**src/rtl/ysyx_25030081_regfile_sb.sv**
```systemverilog
// ysyx_25030081_regfile_sb: register file with per-register busy scoreboard, multi-port combinational reads.
// Optional macro YSYX_25030081_RF_BYPASS_EN forwards same-cycle write data to matching read ports.
module ysyx_25030081_regfile_sb #(
    parameter int ADDR_WIDTH = 5,
    parameter int DATA_WIDTH = 32,
    parameter int NR_READ    = 2
) (
    input  logic                             clk,
    input  logic                             rst,
    input  logic                             wen,
    input  logic [ADDR_WIDTH-1:0]            waddr,
    input  logic [DATA_WIDTH-1:0]            wdata,
    input  logic [NR_READ*ADDR_WIDTH-1:0]    raddr,
    output logic [NR_READ*DATA_WIDTH-1:0]    rdata,
    output logic [NR_READ-1:0]               rbusy,
    input  logic                             iss_valid,
    input  logic [ADDR_WIDTH-1:0]            iss_rd,
    output logic                             iss_ready
);
    localparam int DEPTH = 2 ** ADDR_WIDTH;

    logic [DATA_WIDTH-1:0] regs [DEPTH];
    logic [DEPTH-1:0]      busy;
    logic                  wr_en;
    logic                  iss_en;

    assign wr_en     = wen && waddr != '0;
    assign iss_ready = rst || iss_rd == '0 || !busy[iss_rd];
    assign iss_en    = iss_valid && iss_ready && iss_rd != '0;

    // Issue set is applied after the write clear so a same-index collision leaves the register busy.
    always_ff @(posedge clk) begin
        if (rst) begin
            for (int k = 0; k < DEPTH; k++) regs[k] <= '0;
            busy <= '0;
        end else begin
            if (wr_en) begin
                regs[waddr] <= wdata;
                busy[waddr] <= 1'b0;
            end
            if (iss_en) busy[iss_rd] <= 1'b1;
        end
    end

    for (genvar i = 0; i < NR_READ; i++) begin : g_rd
        logic [ADDR_WIDTH-1:0] ra;
        logic                  hit;
        assign ra = raddr[i*ADDR_WIDTH +: ADDR_WIDTH];
`ifdef YSYX_25030081_RF_BYPASS_EN
        assign hit = wr_en && waddr == ra;
`else
        assign hit = 1'b0;
`endif
        assign rdata[i*DATA_WIDTH +: DATA_WIDTH] = (rst || ra == '0) ? '0 : hit ? wdata : regs[ra];
        assign rbusy[i] = !rst && !hit && ra != '0 && busy[ra];
    end
endmodule
```
**config.mk**
```make
export PLATFORM = sky130hd
export DESIGN_NAME = ysyx_25030081_regfile_sb
export DESIGN_NICKNAME = d
export VERILOG_FILES = /design/src/rtl/ysyx_25030081_regfile_sb.sv
export SDC_FILE = /design/constraint.sdc
export NUM_CORES = 2
export LEC_CHECK = 0
export BUFFER_PORTS_ARGS = -buffer_cell sky130_fd_sc_hd__buf_2
export CAP_MARGIN = 30
export CELL_PAD_IN_SITES_DETAIL_PLACEMENT = 1
export CELL_PAD_IN_SITES_GLOBAL_PLACEMENT = 2
export CORE_ASPECT_RATIO = 1.5
export CORE_MARGIN = 3
export CORE_UTILIZATION = 40
export DETAILED_ROUTE_END_ITERATION = 10
export GPL_ROUTABILITY_DRIVEN = 0
export PLACE_DENSITY = 0.78
export SYNTH_ARGS = -nofsm -noshare
export SYNTH_HDL_FRONTEND = slang
export SYNTH_SLANG_ARGS = --single-unit
```
**constraint.sdc**
```tcl
create_clock -name clk -period 3.6 [get_ports clk]
set_input_delay 0.72 -clock clk [delete_from_list [all_inputs] [get_ports clk]]
set_output_delay 0.72 -clock clk [all_outputs]
set_load 0.02 [all_outputs]
```
After elaboration in Yosys (flattened, before gate mapping)
Memories as Yosys holds them, arrays and structs flattened.
Index checks and enable logic that the tools add are counted.
- mux-type cells: 23
- multiply operators: 0
- shifts and indexed selects: 0
- div/mod/pow operators: 0
- order comparisons: 6
- reduce and logical (&&, ||, !) cells: 23
- bitwise operators: 3
- eq/ne operators: 0
- $add $sub $neg: 0
- operators by type and width (operator ; number):
    $mux W32 ; 6
    $and A32 B32 Y32 ; 1
    $not A32 Y32 ; 1
    $or A32 B32 Y32 ; 1
    $reduce_or A32 Y1 ; 1
    $lt A5 B6 Y1 const B ; 4
    $reduce_bool A5 Y1 ; 4
    $bmux W1 S5 ; 3
    $logic_not A5 Y1 ; 3
    $mux W1 ; 11
    $demux W1 S5 ; 2
    $ge A5 B1 Y1 const B ; 2
    $logic_and A1 B1 Y1 ; 9
    $mux W5 ; 1
    $logic_or A1 B1 Y1 ; 4
    $logic_not A1 Y1 ; 2
- register bits: 32
- latch bits: 0
- bits in writable memories: 1024
- input bits: 56
- ROM bits: 0
- output and inout port bits: 67
- memories: 1
- word-level logic and storage cells: 57
- memory list (memory ; words ; bits a word ; rd ports ; clocked after Yosys merged registers in ; write ports ; RTL line ; text):
    regs ; 32 ; 32 ; 2 ; 0 ; 32 ; 22 ; logic [DATA_WIDTH-1:0] regs [DEPTH];

Logic depth before layout (Yosys ltp)
- word-level depth: 10
- mapped depth: 7
- depth with buffers taken out: 5

Least setup slack after synthesis
No wires, ideal clock.
- path type: input to output
- start: input port raddr[5]
- end: output port rdata[34]
- slack: 711 ps
- cell stages on the path: 6
- data required time: 2880 ps
- data arrival time: 2169 ps
- cell sequence: buf_6 -> buf_4 -> buf_2 -> mux4_2 -> mux2i_1 -> o221ai_1
- cells in the longest elaborated chain, start to end: 3
- elaborated cells between the ends (all ways): 4
- ends and longest elaborated chain (item ; RTL line ; text):
    start, declared ; 13 ; input logic [NR_READ*ADDR_WIDTH-1:0] raddr,
    parallel branches: the longest is 2 deep, another holds $mem_v2 Z32 W32 ; -- ;
    $mux W32 (*) ; 54 ; assign rdata[i*DATA_WIDTH +: DATA_WIDTH] = (rst || ra == '0) ? '0 : hit ? wdata : regs[ra];
    end, declared ; 14 ; output logic [NR_READ*DATA_WIDTH-1:0] rdata,
Mark *: on every way between the ends.

Worst setup path after layout
- start: input port raddr[1]
- end: output port rdata[27]
Same word-level chain as after synthesis.

==> reports/metrics.yaml <==
clocking:
  cts_setup_buffers: 0
  clockBufferDepth: 3
  cts_buffers: 99
  clock_sinks: 1056
  clk_pin_slew_ns: 0.06
  htreeDepth: 3
  cts_tree: "yes"
  cts_hold_buf: 0
  clkLatencyLatePin_ns: 0.71
  cts-root-buf: "clkbuf_16"
synthesis:
  ys_types: 53
  synth-seq-cells: 1056
  synth_area_um2: 56600
  synth_edf_count: 1024
  avgSynthCellArea_um2: 15.8
  syn_inst: 3592
  synthArstFlopShare_pct: 0
  ys_seq_area_share_pct: 55.5
  yosysWarnings: 0
  ys.flop_type: "edfxtp_1"
layout:
  drive_above_1_share_pct: 29.3
  fillCellCount: 13463
  syn_to_final_growth_pct: 13.9
  stdcell_area_um2: 64400
  final_net_count: 3747
  fin_util_pct: 46.0
worst_setup_path:
  r2r-end: "busy[25]$_SDFF_PP0_"
  critical_path.endpoint: "rdata[27]"
  crit_chain: "buf_8 > buf_4 > mux4_2 > mux2i_1 > o22a_1 > o221ai_1 > buf_2"
  start_kind: "input pin"
  cp_max_fo: 31
  regToRegStartpoint: "busy[21]$_SDFF_PP0_"
  cpMaxStageDelayCell: "buf_8"
  end_kind: "output pin"
  max_stage_delay_ns: 0.35
  cp.required_ns: 2.88
  startpoint: "raddr[1]"
  critPathArrivalTime_ns: 2.87
  critical_path_class: "in2out"
  r2r_cells: 4
  ff2ff_setup_slack_ns: 1.81
drt:
  vias: 34883
  drt-pass1-iter-count: 5
  drc: 0
  first_iter_violations: 3881
  wl_mm: 192
  vias_per_cell: 6.18
  wire_per_inst_um: 34.1
  ant_nets: 0
run_status:
  status: "finished, final reports clean"
placement:
  io_buffers: 122
  dpl_cell_area_um2: 61000
  dp_hpwl_mm: 119
sta:
  timing.hold.ws_ns: 0.515
  fin_skew_ns: 0.0123
  finalHoldViolCount: 0
  slew-limit-headroom_pct: 37.4
  tns_ns: 0
  fin_crit_sh_pct: 99.7
  period_minus_slack_ns: 3.59
  rsz0062_at_grt: "no"
  setup_violations: 0
  clock.fmax_ghz: 0.279
  worst_pin_slew_ns: 0.939
  drv_slew: 0
power_and_ir_drop:
  ir_worst_vdd_uv: 367
  p_leak_nw: 22.6
  power_mw: 29.4
  p_per_area_nw_per_um2: 456
hold_path:
  hold_class: "reg2reg"
global_route:
  grt_max_degree: 52
  grt_util_all_layers_pct: 26.2
  antenna_found_initial: 29
  grt_pass1_vias: 37157
  grt_pass1_wl_mm: 273
  grt_overflow_total: 0
die:
  die_w_um: 313
  dieHeight_um: 467
  row_count: 168
  core_um2: 140000
  ioPinCount: 123
  initial_utilization_pct: 40.4
  dieArea_um2: 146000
run:
  cap_viol_max_count: 0
## cell type report
cell class	instances	area (µm²)	area share [%]
Inverter	31	116	0.181
Sequential cell	1056	31400	48.7
Multi-Input combinational cell	2152	23500	36.5
Antenna cell	5	12.5	0.0194
Tap cell	1870	2340	3.63
Clock buffer	127	2660	4.12
Clock inverter	52	637	0.988
Timing Repair Buffer	351	3750	5.82
## sequential cells by signal, summed over array words and instances, names as in the netlist
name / flops
busy: 32
regs: 1024
## logic make-up (layout without fill, tap and decap cells)
kind of cell	Yosys count	in the layout	synth area share, %
simple gates	1102	1102	12.0
flops	1056	1056	55.5
mux	807	807	26.0
buf+inv	415	561	3.39
compound gates	211	211	3.10
other cells	1	37	0.00663
## how the worst min path moves through the flow
stage | end | slack [ns] | start | depth (start not counted)
2_1_floorplan | busy[6]$_SDFF_PP0_ | 0.46 | busy[6]$_SDFF_PP0_ | 2
3_3_place_gp | busy[11]$_SDFF_PP0_ | 0.48 | busy[11]$_SDFF_PP0_ | 1
3_5_place_dp | busy[15]$_SDFF_PP0_ | 0.50 | busy[15]$_SDFF_PP0_ | 1
4_1_cts | busy[22]$_SDFF_PP0_ | 0.49 | iss_rd[4] | 5
5_1_grt | busy[14]$_SDFF_PP0_ | 0.55 | busy[14]$_SDFF_PP0_ | 1
6_report | busy[20]$_SDFF_PP0_ | 0.52 | busy[20]$_SDFF_PP0_ | 2
## metal layers
| layer | share of wire (%) | vias up | global-route usage [%] |
|---|---|---|---|
| li1 | - | 14078 | - |
| met1 | 38 | 18773 | 32.8 |
| met2 | 51 | 1590 | 45.7 |
| met3 | 7.5 | 418 | 4.28 |
| met4 | 4.0 | 24 | 9.77 |
| met5 | 0.074 | - | 0 |
## what timing repair did
item,4_1_cts,5_1_grt
resized for setup,3,6
setup endpoints to repair,5,11
gates cloned,0,2
## cell usage in the layout (no fill, tap or decap), drive strengths merged, types with 2 or more instances in the layout
cell type and count:
o22a 66, edfxtp 1024, nor2 42, nor3b 4, mux2i 271, or3b 4, a22o 6, nand2 24
or2 2, clkbuf 129, buf 349, o31ai 2, and2 994, diode 5, a22oi 2, o21ai 13
mux2 7, and3b 3, and2b 2, dfxtp 32, clkinv 34, o221ai 66, nand3b 7, a21o 10
mux4 529, inv 32, nor2b 3, a211oi 2, and3 3, a32o 15, bufinv 15, nor3 7
or3 2, a21oi 24, nand3 3, clkinvlp 2, conb 32
## where the power goes
group	leakage [nW]	switching [mW]	total (mW)	internal, mW
sequential	10.0	0.351	14.5	14.1
clock	1.60	4.81	11.1	6.27
combinational	11.0	2.11	3.79	1.68
## synthesized netlist by cell type (2+ instances only)
cell type	number	area share, %
buf_2	53	0.47
a21o_1	10	0.13
o22a_1	66	1.0
and2b_1	2	0.027
mux2i_1	271	4.8
buf_1	30	0.20
inv_1	31	0.21
edfxtp_1	1024	54
nor3_2	2	0.035
and3_1	3	0.033
o221ai_1	62	0.96
or3_1	2	0.022
a32o_1	15	0.27
nor2_1	42	0.28
nand3b_1	7	0.093
clkbuf_1	261	1.7
o31ai_1	2	0.027
buf_12	2	0.071
mux4_2	521	21
o221ai_2	4	0.11
and3b_1	3	0.046
a21oi_1	23	0.20
o21ai_0	12	0.11
nor2b_1	3	0.033
mux2_2	6	0.12
a211oi_2	2	0.044
buf_6	31	0.62
nor3b_2	3	0.066
and2_1	994	11
nand2_1	24	0.16
or3b_2	3	0.046
nor3_1	5	0.044
mux4_1	8	0.37
or2_2	2	0.022
nand3_1	3	0.027
buf_4	7	0.093
dfxtp_1	32	1.1
a22o_1	6	0.093
## through the flow
step	setup WS, ns	std cells
after CTS	-0.00806	5637
after global routing	0.0143	5641
after global placement	-0.0437	5457
after floorplan	0.711	3623
after detailed placement	-0.0906	5458
final	0.0101	5644
## critical path, delay by kind of cell
kind	cells	cell delay, ns
AO/OA/AOI/OAI	2	0.52
multiplexers	2	0.68
buffers and inverters	3	0.91
Note: power is estimated with default switching activity, not from simulation.
